[src/rtl/bcd2bin_seq_if.sv]
// Handshake bundle for the BCD-to-binary converter: digit word in, signed value or error out.
interface bcd2bin_seq_if #(
   parameter int DIGITS = 4
);
   localparam int W = $clog2(10**DIGITS - 1);

   logic                  in_valid;
   logic                  in_ready;
   logic [4*DIGITS-1:0]   in_bcd;
   logic                  out_valid;
   logic                  out_ready;
   logic [W:0]            out_value;
   logic                  out_err;

   modport master (
      output in_valid, in_bcd, out_ready,
      input  in_ready, out_valid, out_value, out_err
   );

   modport slave (
      input  in_valid, in_bcd, out_ready,
      output in_ready, out_valid, out_value, out_err
   );
endinterface

[src/rtl/bcd2bin_seq.sv]
// Sequential BCD-to-binary converter: one nibble per clock, MSD first, with
// leading Empty skip, one optional leading Minus and a sticky format error.
//
// state | meaning
// IDLE  | ready for a new word
// CONV  | consuming one nibble per clock, down-counter tracks nibbles left
// DONE  | result held on the output until the consumer takes it
module bcd2bin_seq #(
   parameter int DIGITS = 4
) (
   input  logic          clk,
   input  logic          reset,
   bcd2bin_seq_if.slave  bus
);
   localparam int W  = $clog2(10**DIGITS - 1);
   localparam int CW = (DIGITS > 1) ? $clog2(DIGITS) : 1;

   typedef enum logic [1:0] {IDLE, CONV, DONE} state_t;

   state_t               state, state_nx;
   logic [4*DIGITS-1:0]  sr;
   logic [CW-1:0]        cnt;
   logic [W-1:0]         acc, acc_nx;
   logic                 neg, neg_nx;
   logic                 leading, lead_nx;
   logic                 err, err_nx, err_fin;
   logic [W:0]           mag, val_fin;
   logic [W:0]           out_value_q;
   logic                 out_err_q;
   logic [3:0]           nib;
   logic                 load, step, finish;

   always_ff @(posedge clk) begin
      if (reset) state <= IDLE;
      else       state <= state_nx;
   end

   always_comb begin
      state_nx = state;
      load     = 1'b0;
      step     = 1'b0;
      finish   = 1'b0;
      case (state)
         IDLE: begin
            if (bus.in_valid) begin
               load     = 1'b1;
               state_nx = CONV;
            end
         end
         CONV: begin
            step = 1'b1;
            if (cnt == '0) begin
               finish   = 1'b1;
               state_nx = DONE;
            end
         end
         DONE: begin
            if (bus.out_ready) state_nx = IDLE;
         end
         default: state_nx = IDLE;
      endcase
   end

   always_comb begin
      nib     = sr[4*DIGITS-1 -: 4];
      acc_nx  = acc;
      neg_nx  = neg;
      lead_nx = leading;
      err_nx  = err;
      if (nib <= 4'd9) begin
         acc_nx  = (acc << 3) + (acc << 1) + W'(nib);
         lead_nx = 1'b0;
      end else if ((nib == 4'hF || nib == 4'hA) && leading && !neg) begin
         neg_nx = (nib == 4'hA);
      end else begin
         err_nx = 1'b1;
      end
      // a Minus with no digit behind it is malformed
      err_fin = err_nx | (neg_nx & lead_nx);
      mag     = {1'b0, acc_nx};
      val_fin = err_fin ? '0 : (neg_nx ? -mag : mag);
   end

   always_ff @(posedge clk) begin
      if (reset) begin
         sr          <= '0;
         cnt         <= '0;
         acc         <= '0;
         neg         <= 1'b0;
         leading     <= 1'b1;
         err         <= 1'b0;
         out_value_q <= '0;
         out_err_q   <= 1'b0;
      end else if (load) begin
         sr      <= bus.in_bcd;
         cnt     <= CW'(DIGITS - 1);
         acc     <= '0;
         neg     <= 1'b0;
         leading <= 1'b1;
         err     <= 1'b0;
      end else if (step) begin
         sr      <= sr << 4;
         cnt     <= cnt - CW'(1);
         acc     <= acc_nx;
         neg     <= neg_nx;
         leading <= lead_nx;
         err     <= err_nx;
         if (finish) begin
            out_value_q <= val_fin;
            out_err_q   <= err_fin;
         end
      end
   end

   assign bus.in_ready  = (state == IDLE) && !reset;
   assign bus.out_valid = (state == DONE);
   assign bus.out_value = out_value_q;
   assign bus.out_err   = out_err_q;
endmodule

[src/flat_wrapper.sv]
// flat-port wrapper written by rule: the top's interface ports become plain ports
module bcd2bin_seq_flat 
#(
   parameter int DIGITS = 4
)
  (clk, reset, bus_in_valid, bus_in_bcd, bus_out_ready, bus_in_ready, bus_out_valid, bus_out_value, bus_out_err);
  bcd2bin_seq_if #(.DIGITS(DIGITS)) bus_i ();
  input  logic clk;
  input  logic reset;
  input wire logic [$bits(bus_i.in_valid)-1:0] bus_in_valid;
  input wire logic [$bits(bus_i.in_bcd)-1:0] bus_in_bcd;
  input wire logic [$bits(bus_i.out_ready)-1:0] bus_out_ready;
  output wire logic [$bits(bus_i.in_ready)-1:0] bus_in_ready;
  output wire logic [$bits(bus_i.out_valid)-1:0] bus_out_valid;
  output wire logic [$bits(bus_i.out_value)-1:0] bus_out_value;
  output wire logic [$bits(bus_i.out_err)-1:0] bus_out_err;
  assign bus_i.in_valid = bus_in_valid;
  assign bus_i.in_bcd = bus_in_bcd;
  assign bus_i.out_ready = bus_out_ready;
  assign bus_in_ready = bus_i.in_ready;
  assign bus_out_valid = bus_i.out_valid;
  assign bus_out_value = bus_i.out_value;
  assign bus_out_err = bus_i.out_err;
  bcd2bin_seq #(.DIGITS(DIGITS)) u_core (.clk(clk), .reset(reset), .bus(bus_i));
endmodule
[config.mk]
export PLATFORM = sky130hd
export DESIGN_NAME = bcd2bin_seq_flat
export DESIGN_NICKNAME = d
export VERILOG_FILES = /design/src/rtl/bcd2bin_seq_if.sv /design/src/rtl/bcd2bin_seq.sv /design/src/flat_wrapper.sv
export SDC_FILE = /design/constraint.sdc
export NUM_CORES = 1
export LEC_CHECK = 0
export BUFFER_PORTS_ARGS = -buffer_cell sky130_fd_sc_hd__buf_2
export CAP_MARGIN = 40
export CORE_MARGIN = 8
export CORE_UTILIZATION = 50
export CTS_BUF_LIST = sky130_fd_sc_hd__clkbuf_2
export DETAILED_ROUTE_END_ITERATION = 12
export GPL_ROUTABILITY_DRIVEN = 1
export MAX_ROUTING_LAYER = met4
export PLACE_DENSITY_LB_ADDON = 0.1
export SYNTH_ARGS = -nofsm -noshare
export SYNTH_HDL_FRONTEND = slang
export SYNTH_SLANG_ARGS = --single-unit
[constraint.sdc]
create_clock -name clk -period 5.8 [get_ports clk]
set_input_delay 0.58 -clock clk [delete_from_list [all_inputs] [get_ports clk]]
set_output_delay 0.58 -clock clk [all_outputs]
set_load 0.01 [all_outputs]
# Word-level counts from Yosys, hierarchy flattened
# Cells that the tools add are included.
[word_totals]
regBits = 53
input_bits = 20
output_inout_bits = 18
wordCells = 57
[classes]
addsub = 4
order_cmp = 1
eq_ne = 7
muxes = 21
bitwise_logic = 3
reduce_logical = 12
[ops]
columns = ["op", "count"]
rows = [
  ["$mux 16", 2],
  ["$mux 15", 2],
  ["$neg 14->15", 1],
  ["$add 14x14->14", 1],
  ["$add 14x4->14", 1],
  ["$mux 14", 1],
  ["$mux 1", 10],
  ["$mux 2", 5],
  ["$eq 4x4->1 const B", 2],
  ["$pmux 2 s3", 1],
  ["$reduce_and 3->1", 2],
  ["$le 4x4->1 const B", 1],
  ["$logic_not 2->1", 2],
  ["$ne 2x2->1 const B", 2],
  ["$logic_and 1x1->1", 3],
  ["$eq 2x1->1 const B", 1],
  ["$eq 2x2->1 const B", 1],
  ["$logic_not 1->1", 2],
  ["$ne 2x1->1 const B", 1],
  ["$reduce_bool 2->1", 1],
  ["$reduce_or 2->1", 1],
  ["$sub 2x1->2 const B", 1],
  ["$and 1x1->1", 1],
  ["$logic_or 1x1->1", 1],
  ["2 further kinds", 2],
]

# Longest topological paths before layout
# Gate-level depths: netlist (run 1).
[depth]
word_depth = 9
mapped_depth = 12
mapped_depth_nobuf = 12

# Worst setup path before layout (run 1)
# Ideal clock, no wire load.
[synth_path]
path_type = "register -> register"
start = "reg u_core.acc[0]"
end = "reg u_core.out_value_q[13], in the netlist u_core.bus.out_value[13]"
setup_time_ns = 0.123
t_arrival_ns = 2.753
required_time_ns = 5.677
path_slack_ns = 2.923
path_stages_with_launch = 13
n_path_buf = 0
period_less_slack_ns = 2.877
path_cell_list = "dfxtp_1 > inv_1 > fa_1 > inv_1 > ha_1 > a21oi_4 > o211ai_4 > o2111a_1 > a2111oi_2 > xnor2_1 > o21ai_2 > xnor2_1 > o21ai_1"
[synth_via]
elab_chain_len = 6
[synth_lines]
columns = ["element", "line", "source"]
rows = [
  ["start, declared", "bcd2bin_seq.sv:23", "logic [W-1:0] acc, acc_nx;"],
  ["start signal, assigned", "bcd2bin_seq.sv:104", "acc <= acc_nx;"],
  ["$add 14x14->14", "bcd2bin_seq.sv:71", "acc_nx = (acc << 3) + (acc << 1) + W'(nib);"],
  ["$add 14x4->14", "bcd2bin_seq.sv:71", ""],
  ["$mux 14 (*)", "bcd2bin_seq.sv:70", "if (nib <= 4'd9) begin"],
  ["$neg 14->15", "bcd2bin_seq.sv:81", "val_fin = err_fin ? '0 : (neg_nx ? -mag : mag);"],
  ["$mux 15 (*) (2 in a row)", "bcd2bin_seq.sv:81", ""],
  ["end signal, assigned", "bcd2bin_seq.sv:109", "out_value_q <= val_fin;"],
  ["end, declared", "bcd2bin_seq.sv:28", "logic [W:0] out_value_q;"],
]
# Every way passes the cells marked *; elsewhere a longest branch is shown, timed or not.
# A chain may end at the register's enable or synchronous reset.

# Worst setup path after layout (run 1)
[layout_path]
start = "reg u_core.acc[2]"
end = "reg u_core.out_value_q[14], in the netlist u_core.bus.out_value[14]"
[layout_via]
elab_chain_len = 6
[layout_lines]
columns = ["element", "line"]
rows = [
  ["$add 14x14->14", "bcd2bin_seq.sv:71"],
  ["$add 14x4->14", "bcd2bin_seq.sv:71"],
  ["$mux 14 (*)", "bcd2bin_seq.sv:70"],
  ["$neg 14->15 (*)", "bcd2bin_seq.sv:81"],
  ["$mux 15 (*) (2 in a row)", "bcd2bin_seq.sv:81"],
]
# Marked as above.

==> results by group, run 1 <==
Route
  – Via-to-Cell Ratio: 5.79
  – # DRC: 0
  – DRT Pass-1 Iters: 4
  – Vias: 3001
  – Routed WL per cell: between 15 and 20 um
  – Antenna viol nets, final: 0
  – Final WL: about 8400 um
  – Iter 0 DRT Violations: 146

Timing
  – F_max: 0.313 GHz
  – Final setup TNS: 0 ps
  – Relative slew slack: 0.418
  – Hold Vio Cnt, Final: 0
  – Setup violations, final: 0
  – Setup Skew: 19.3 ps
  – Fin crit share: 0.550
  – WHS: 289 ps
  – Final Max Tran Viols: 0
  – Unrepaired setup endpoints after global routing: no
  – Actual slew at the worst max-slew pin: 873 ps
  – Final min period: 3190 ps

Clock network
  – Cts hold-fix bufs: 0
  – CTS tree: built
  – TritonCTS Buffers: 5
  – Setup Fix Bufs, Post-CTS: 0
  – CTS root buf: clkbuf_2
  – Worst skew pair latency: roughly 470 ps
  – Reg clk slew, reported paths: between 300 and 400 ps
  – CTS Sinks: 53
  – CTS max path bufs: 2
  – H-tree depth: 2
  – Post-CTS sizing: 0

Power and ir drop
  – Cell-internal power: 485 uW
  – Switching share of power: 0.350
  – VDD IR max: 0.144 mV
  – Design Power: 746 uW
  – Clock power frac: 0.230
  – Combinational share of power: 0.234
  – Flop pwr share: 0.535
  – Power per cell area: roughly 210 nW/um2
  – Psw: roughly 260 uW
  – Pleak: 1.51 nW

Floorplanning
  – Top Ports: 38
  – Core ar.: 6640 um2
  – Starting density of the core: 0.505
  – Die height: 97.9 um
  – Rows: 30
  – Die Wd: slightly below 100 um
  – Die area: approximately 9600 um2

Setup path
  – Slowest cell on the critical path: fa_1
  – Crit path buf inv count: 2
  – Crit path top cell by count: inv_1
  – Critical Path Max Stage Delay: 560 ps
  – WS Path Type: reg2reg
  – Reg-to-reg startpoint: u_core.acc[2]
  – Setup crit end kind: flip-flop
  – Kind of cell adding the most delay to the critical path: compound AO/OA/AOI/OAI gates
  – Worst EP required: 6200 ps
  – Reg2reg setup slack: 2610 ps
  – Worst Reg-to-Reg Cells: 12
  – Reg-to-Reg End: u_core.bus.out_value[14]
  – CP Max Fanout: 8
  – Crit path arrival time: around 3600 ps
  – Startpoint Class: flip-flop
  – Crit-path cells: inv_1, fa_1, inv_1, ha_1, a21oi_4, o211ai_4, o2111a_1, a2111oi_2, xnor2_1, o21ai_2, nor2_1, o31ai_1

Place
  – Placer Congestion: about 0.87
  – I/O Buffers: 37
  – Placed instance count: 510
  – Detail Placement HPWL: 6070 um

GRT
  – Gr usage total: 0.179
  – Met1 usage: 0.223
  – First-pass GRT wire length: approximately 14000 um
  – Initial antenna violation count: 0
  – Largest net degree at the start of global routing: 33
  – Busiest grt layer: met2
  – Met3 GRT Util: 0.0327
  – Met2 Usage GRT: 0.288
  – Vias in the first global route: 2864
  – Total gr overflow: 0

Yosys
  – Top-area cell type share of the netlist area: 0.317
  – Proportion of synthesized area in mux cells: 0.0119
  – Unique masters post-synth: 64
  – Post-synth top cells: nand2_1 (54), dfxtp_1 (53), a21oi_1 (46), nor2_1 (40), ha_1 (24)
  – Number of flops mapped to enable cells by yosys: 0
  – Primary FF master, synth: dfxtp_1
  – Avg Cell Area, Syn: slightly above 8 um2
  – Mapped Area: about 3400 um2
  – Complex-gate fraction of the synthesized area: 0.250
  – Post-synthesis register bit count: 53
  – Post-synthesis simple-gate area fraction: 0.221
  – Mapped Nets: 456
  – Post-Synth XOR/XNOR Area: 0.0549
  – Synth Instances: between 400 and 500
  – Count leader, synth: nand2_1
  – Ranking of synthesized cells by area: dfxtp_1 (32%), ha_1 (9.0%), a21oi_1 (6.9%)
  – Syn. warnings: 0
  – Fraction of registers with async set/reset: 0
  – Synth area leader: dfxtp_1
  – Adder and majority gate portion of the synthesized area: 0.102
  – Post-synthesis sequential area ratio: 0.317
  – Main combinational cell family by area after synthesis: compound AO/OA/AOI/OAI gates

Worst hold path
  – Hold depth: 3
  – Hold Startpoint: bus_in_bcd[3]
  – Hold Path Class: in2reg
  – Hold Path Sink: u_core.sr[3]

Status
  – Outcome: finished, final reports clean

Cells and area
  – Post-route insts no fill: 518
  – Storage cell area: 1060 um2
  – Multi-input logic area: 2140 um2
  – Area Growth Syn to Fin: 7.76%
  – Fin nets: 483
  – Fill count: 649
  – Ant diodes: 0
  – Share of cells above drive strength 1: 0.135

Flow run
  – Maxcap violations: 0
-- cell usage in the layout, fill, tap and decap left out, types with 5 or more instances in the layout --
| cell type | netlist | routed |
|---|---|---|
| inv_1 | 12 | 12 |
| or3_1 | 7 | 7 |
| xnor2_1 | 14 | 14 |
| xor2_1 | 7 | 7 |
| nand2_1 | 54 | 54 |
| nor3_1 | 8 | 8 |
| a21oi_1 | 46 | 46 |
| o21ai_1 | 7 | 7 |
| clkbuf_2 | 0 | 5 |
| buf_2 | 3 | 37 |
| nand3_1 | 10 | 10 |
| a22oi_1 | 16 | 16 |
| dfxtp_1 | 53 | 53 |
| o21ai_0 | 8 | 8 |
| nand2b_1 | 6 | 6 |
| o21a_1 | 5 | 5 |
| nor2b_1 | 5 | 5 |
| nor2_1 | 40 | 40 |
| ha_1 | 24 | 24 |
-- per-layer routing --
layer	wire length (um)	vias to the layer above
li1	-	1529
met1	4040	1405
met2	3890	51
met3	291	16
met4	148	0
met5	0	-
-- metrics by stage --
step | util | cell area, um2 | setup WS, ps
floorplan | - | 3350 | 2920
global placement | 0.536 | 3560 | 2730
detailed placement | 0.536 | 3560 | 2650
CTS | 0.544 | 3610 | 2580
global route | 0.544 | 3610 | 2390
finish | 0.544 | 3610 | 2610
-- cell type report --
class | instances | share of cell area
multi-input combinational | 325 | 0.594
sequential | 53 | 0.294
timing repair buffer | 40 | 0.0575
tap | 80 | 0.0277
inverter | 12 | 0.0125
clock inverter | 3 | 0.00797
clock buffer | 5 | 0.00693
-- cells by family (layout without fill, tap and decap cells) --
kind of cell | count (synthesis) | after routing
AOI/OAI and AO/OA | 122 | 122
xor gates and xnor gates | 21 | 21
muxes | 4 | 4
buffers and inverters | 32 | 60
DFF | 53 | 53
adders and majority gates | 26 | 26
and+or+nand+nor | 152 | 152
-- worst max-delay path by stage --
stage | start | endpoint | slack (ps) | cells past startpoint
2_1_floorplan | u_core.acc[0] | u_core.bus.out_value[13] | 2920 | 12
3_3_place_gp | u_core.acc[2] | u_core.bus.out_value[13] | 2730 | 12
3_5_place_dp | u_core.acc[2] | u_core.bus.out_value[13] | 2650 | 12
4_1_cts | u_core.acc[2] | u_core.bus.out_value[14] | 2580 | 12
5_1_grt | u_core.acc[2] | u_core.bus.out_value[14] | 2390 | 12
6_report | u_core.acc[2] | u_core.bus.out_value[14] | 2610 | 12
-- power groups by stage --
stage / clock, mW / sequential (mW) / combinational [mW]
after floorplan: 0 / 0.403 / 0.130
after global placement: 0 / 0.405 / 0.173
after detailed placement: 0 / 0.406 / 0.174
after CTS: 0.183 / 0.400 / 0.175
after global routing: 0.198 / 0.402 / 0.195
final: 0.172 / 0.399 / 0.175
-- worst reg2reg max path, cell delays in order, from the launching register on --
cell and delay [ps]:
dfxtp_1 490, inv_1 100, fa_1 560, inv_1 60
ha_1 330, a21oi_4 170, o211ai_4 160, o2111a_1 290
a2111oi_2 390, xnor2_1 160, o21ai_2 170, nor2_1 80
o31ai_1 180
-- registers in the layout, indices dropped and copies added, names as in the netlist --
signal / cells
u_core.err: 1
u_core.sr: 16
u_core.leading: 1
u_core.bus.out_err: 1
u_core.neg: 1
u_core.cnt: 2
u_core.state: 2
u_core.bus.out_value: 15
u_core.acc: 14
(Power assumes the default switching activity.)
==> run 2: changes to the inputs <==
==> constraint.sdc (replaced) <==
create_clock -name clk -period 2.9 [get_ports clk]
set_input_delay 0.29 -clock clk [delete_from_list [all_inputs] [get_ports clk]]
set_output_delay 0.29 -clock clk [all_outputs]
set_load 0.01 [all_outputs]
==> run 2 against run 1 <==
Final area rose by 12%. Die area is the same. Hold slack worse by 270 ps. Critical path depth decreased by 1. Final cell count increased by 6.2%. Worst setup slack lost 2500 ps. Non-clock buffer count rose by 32. Critical path type unchanged. Register-to-register slack got worse by 2500 ps. Critical endpoint unchanged. Sequential cell count did not move.
==> results by group, run 2 (synthesis gave the netlist of run 1 again) <==
Timing
  – Actual slew at the worst max-slew pin: 835 ps
  – Final Max Tran Viols: 0
  – Setup Skew: 14.8 ps
  – Relative slew slack: 0.444
  – Unrepaired setup endpoints after global routing: yes
  – WHS: roughly 20 ps
  – Hold Vio Cnt, Final: 0
  – Final min period: 2830 ps
  – Setup violations, final: 0
  – Setup ws final: 71.8 ps
  – Fin crit share: 0.975
  – F_max: 0.354 GHz

Setup path
  – WS Path Type: reg2reg
  – Setup crit end kind: flip-flop
  – Worst EP required: 3290 ps
  – Setup crit start: u_core.acc[9]
  – Crit path arrival time: 3220 ps
  – Startpoint Class: flip-flop
  – CP Max Fanout: 7
  – Reg-to-reg startpoint: u_core.acc[9]

Cells and area
  – Fin util: 0.607
  – Area Growth Syn to Fin: 20.4%
  – Most common cell after layout, fill and taps aside: nand2_1
  – Fin nets: around 520
  – Share of cells above drive strength 1: 0.253
  – Number of flip-flops under the largest register name: 16
  – Biggest register: u_core.sr
  – Ant diodes: 0
  – Most frequent cells in the layout: nand2_1 (54), dfxtp_1 (48), a21oi_1 (43), nor2_1 (38), buf_2 (37)

Floorplanning
  – Die area: approximately 9600 um2
  – Die Wd: between 90 and 100 um
  – Die height: 97.9 um
  – Top Ports: 38
  – Rows: 30
  – Core ar.: 6640 um2
  – Starting density of the core: 0.505

Clock network
  – TritonCTS Buffers: 5
  – H-tree depth: 2
  – CTS root buf: clkbuf_2
  – CTS Sinks: 53
  – Reg clk slew, reported paths: 290 ps
  – Worst skew pair latency: between 400 and 500 ps
  – CTS tree: built
  – CTS max path bufs: 2

Route
  – Via-to-Cell Ratio: approximately 5.7
  – Iter 0 DRT Violations: 142
  – Antenna viol nets, final: 0
  – Routed WL per cell: between 15 and 20 um
  – # DRC: 0
  – DRT Pass-1 Iters: 4
  – Final WL: 8680 um
  – Vias: 3152

Status
  – Outcome: finished, final reports clean

GRT
  – Largest net degree at the start of global routing: 33
  – Gr usage total: 0.182
  – Initial antenna violation count: 0
  – Total gr overflow: 0
  – Vias in the first global route: 3010
  – First-pass GRT wire length: ~14000 um

Place
  – Detail Placement HPWL: 6390 um
  – Setup WS pre-CTS: -111 ps
  – Placer Congestion: 0.865
  – I/O Buffers: 37

Worst hold path
  – Hold Startpoint: bus_in_bcd[1]
  – Hold Path Class: in2reg

Power and ir drop
  – Switching share of power: 0.346
  – Power per cell area: 377 nW/um2
  – Clock power frac: 0.208
  – Combinational share of power: 0.270
  – Cell-internal power: a little under 1 mW
  – VDD IR max: ~0.28 mV
  – Pleak: 1.67 nW
  – Psw: 525 uW
  – Flop pwr share: 0.522

Flow run
  – Maxcap violations: 0
-- run 2: routing by layer --
metal / share of wire / track usage / vias to the layer above
met5: 0 / - / -
met4: 0.0073 / 0.0372 / 0
met3: 0.041 / 0.0284 / 6
met2: 0.49 / 0.314 / 53
met1: 0.46 / 0.219 / 1497
li1: - / - / 1596
-- run 2: worst paths after layout --
kind                                    to  slack (ps)  depth (start not counted)
hold reg to reg   u_core.bus.out_value[11]         460                          2
setup / recovery  u_core.bus.out_value[14]          70                         11
hold / removal                u_core.sr[1]          20                          3
setup reg to reg  u_core.bus.out_value[14]          70                         11
-- run 2: stage by stage --
| stage | area (um2) | TNS [ps] | instances | power (mW) |
|---|---|---|---|---|
| 5_1_grt | 4040 | -189 | 550 | 1.61 |
| 6_report | 4040 | 0 | 550 | 1.52 |
| 3_5_place_dp | 3790 | -301 | 541 | 1.19 |
| 2_1_floorplan | 3350 | 0 | 410 | 1.07 |
| 3_3_place_gp | 3790 | -100 | 541 | 1.18 |
| 4_1_cts | 3910 | 0 | 551 | 1.52 |
-- run 2: worst max-delay path, stage by stage (launching register included) --
cell and delay [ps]:
dfxtp_1 540, ha_1 290, ha_1 330, a21oi_2 310
o221ai_1 180, a41oi_1 260, o311ai_2 160, buf_4 160
mux2i_1 250, nand3_1 130, nor2_1 100, o31ai_1 60
-- run 2: layout make-up --
type	count	area (um2)
sequential	53	1070
fill	647	2610
clock buffer	5	25.0
inverter	12	45.0
tap	80	100
multi-input combinational	325	2330
timing repair buffer	72	448
clock inverter	3	22.5
-- run 2: power by group through the flow --
| stage | combinational (mW) | clock (mW) | sequential [mW] |
|---|---|---|---|
| detailed placement | 0.384 | 0 | 0.806 |
| floorplan | 0.261 | 0 | 0.805 |
| global placement | 0.380 | 0 | 0.805 |
| CTS | 0.390 | 0.333 | 0.793 |
| finish | 0.410 | 0.316 | 0.793 |
| global route | 0.457 | 0.355 | 0.798 |
-- run 2: what timing repair did --
action                     in CTS  in global routing
buffers inserted                2                  0
hold buffers                    0                  0
setup endpoints to repair       8                  8
pin swaps                       7                 10
gates resized for setup        11                 28
gates cloned                    0                  0
==> run 3: changes to the inputs <==
--- a/config.mk
+++ b/config.mk
@@ -13,7 +13,7 @@
 export DETAILED_ROUTE_END_ITERATION = 12
 export GPL_ROUTABILITY_DRIVEN = 1
 export MAX_ROUTING_LAYER = met4
-export PLACE_DENSITY_LB_ADDON = 0.1
+export PLACE_DENSITY = 0.73
 export SYNTH_ARGS = -nofsm -noshare
 export SYNTH_HDL_FRONTEND = slang
 export SYNTH_SLANG_ARGS = --single-unit
==> run 3 against run 2 <==
Die area unchanged. Via count is 1.7% higher. Clock power is 4% lower. Worst setup slack improved by 7.5 ps. Largest power group unchanged.
==> results by group, run 3 (synthesis gave the netlist of run 1 again) <==
Status
  – Outcome: finished, final reports clean

Power and ir drop
  – Psw: 513 uW
  – Flop pwr share: 0.524
  – Clock power frac: 0.201
  – Cell-internal power: 1.00 mW
  – Pleak: 1.71 nW
  – Power per cell area: around 370 nW/um2
  – Combinational share of power: 0.275
  – Design Power: 1.51 mW
  – Switching share of power: 0.339
  – VDD IR max: 0.285 mV

GRT
  – Gr usage total: 0.181
  – Total gr overflow: 0
  – First-pass GRT wire length: 14300 um
  – Largest net degree at the start of global routing: 33
  – Initial antenna violation count: 0
  – Vias in the first global route: ~3100

Floorplanning
  – Die area: between 9000 and 10000 um2
  – Die Wd: 97.9 um
  – Die height: 97.9 um
  – Top Ports: 38
  – Rows: 30
  – Starting density of the core: 0.505
  – Core ar.: 6640 um2

Cells and area
  – Finished Cell Area: 4060 um2
  – Most frequent cells in the layout: nand2_1 (54), dfxtp_1 (48), a21oi_1 (45), nor2_1 (38)
  – Fin nets: 520
  – Number of flip-flops under the largest register name: 16
  – Share of cells above drive strength 1: 0.265
  – Post-route insts no fill: ~560
  – Fill count: 589
  – Fin util: 0.611
  – Ant diodes: 0
  – Multi-input logic area: 2310 um2
  – Biggest register: u_core.sr
  – Storage cell area: approximately 1100 um2
  – Most common cell after layout, fill and taps aside: nand2_1
  – Area Growth Syn to Fin: 21.1%

Clock network
  – H-tree depth: 2
  – CTS tree: built
  – CTS root buf: clkbuf_2
  – Worst skew pair latency: 430 ps
  – Reg clk slew, reported paths: 280 ps
  – CTS max path bufs: 2
  – CTS Sinks: 53
  – TritonCTS Buffers: 5

Setup path
  – CP Max Fanout: 8
  – Setup crit end kind: flip-flop
  – Crit path arrival time: 3170 ps
  – Reg-to-Reg End: u_core.bus.out_value[13]
  – Worst Reg-to-Reg Cells: 10
  – Reg2reg setup slack: 80 ps
  – WS Path Type: reg2reg
  – Reg-to-reg startpoint: u_core.acc[7]
  – Startpoint Class: flip-flop
  – Worst EP required: about 3300 ps

Timing
  – Fin crit share: 0.973
  – Relative slew slack: 0.473
  – Setup Skew: 13.4 ps
  – Actual slew at the worst max-slew pin: between 700 and 800 ps
  – Unrepaired setup endpoints after global routing: yes
  – Final Max Tran Viols: 0
  – WHS: ~60 ps
  – Final min period: 2820 ps
  – F_max: 0.355 GHz
  – Hold Vio Cnt, Final: 0
  – Setup violations, final: 0
  – Setup ws final: a little under 80 ps
  – Final setup TNS: 0 ps

Place
  – Cell Area, Placed: 3780 um2
  – Placer Congestion: 0.878
  – Detail Placement HPWL: about 6400 um
  – Setup WS pre-CTS: -54.4 ps
  – Placed instance count: 540
  – I/O Buffers: 37

Route
  – DRT Pass-1 Iters: 5
  – Vias: about 3200
  – Final WL: 8670 um
  – Iter 0 DRT Violations: 154
  – Routed WL per cell: around 16 um
  – Via-to-Cell Ratio: 5.78
  – Antenna viol nets, final: 0
  – # DRC: 0

Worst hold path
  – Hold depth: 3
  – Hold Startpoint: bus_in_bcd[3]
  – Hold Path Sink: u_core.sr[3]
  – Hold Path Class: in2reg

Flow run
  – Maxcap violations: 0
[run 3: cell types whose count changed in the layout (fill, tap and decap cells not counted), sizes merged]
cell / change
dlygate4sd3: +1
clkbuf: +1
clkinv: -3
buf: +4
clkinvlp: +2
[run 3: cell type report]
class / count / share of cell area
flip-flops and latches: 53 / 0.263
repair buffers: 77 / 0.122
clock buffers: 6 / 0.00740
well taps: 80 / 0.0247
clock inverters: 2 / 0.00370
inverters: 12 / 0.0111
multi-input cells: 325 / 0.568
[run 3: worst max path at each step]
stage / end / slack [ps] / cells after the start / start
after CTS: u_core.bus.out_value[12] / -1 / 13 / u_core.acc[0]
after global routing: u_core.bus.out_value[13] / -100 / 13 / u_core.acc[0]
after floorplan: u_core.bus.out_value[13] / 20 / 12 / u_core.acc[0]
after detailed placement: u_core.bus.out_value[12] / -50 / 11 / u_core.acc[2]
final: u_core.bus.out_value[13] / 80 / 10 / u_core.acc[7]
after global placement: u_core.bus.out_value[12] / -40 / 11 / u_core.acc[0]
[run 3: repair_timing]
action	in CTS	in global routing
hold buffers	0	1
setup endpoints to repair	6	11
gates resized for setup	9	32
hold endpoints to repair	0	1
buffers inserted	1	5
pin swaps	4	10
[run 3: power groups by stage]
stage,combinational (mW),clock [mW],sequential [mW]
after detailed placement,0.382,0,0.805
after global routing,0.460,0.338,0.799
final,0.415,0.304,0.793
after floorplan,0.261,0,0.805
after CTS,0.388,0.313,0.792
after global placement,0.373,0,0.804
[run 3: routing by layer]
layer | part of all wire | GRT usage | vias up
li1 | - | - | 1610
met1 | 0.44 | 0.213 | 1505
met2 | 0.50 | 0.311 | 82
met3 | 0.042 | 0.0306 | 10
met4 | 0.013 | 0.0516 | 0
met5 | 0 | - | -
[run 3: worst max-delay path: stages, from the launching register on]
cell	delay, ps
dfxtp_1	480
ha_1	270
ha_1	390
a21o_1	310
a2111oi_1	310
a311o_1	260
nor2_4	60
nor4_4	310
a31oi_1	150
xnor2_1	150
o21ai_1	60
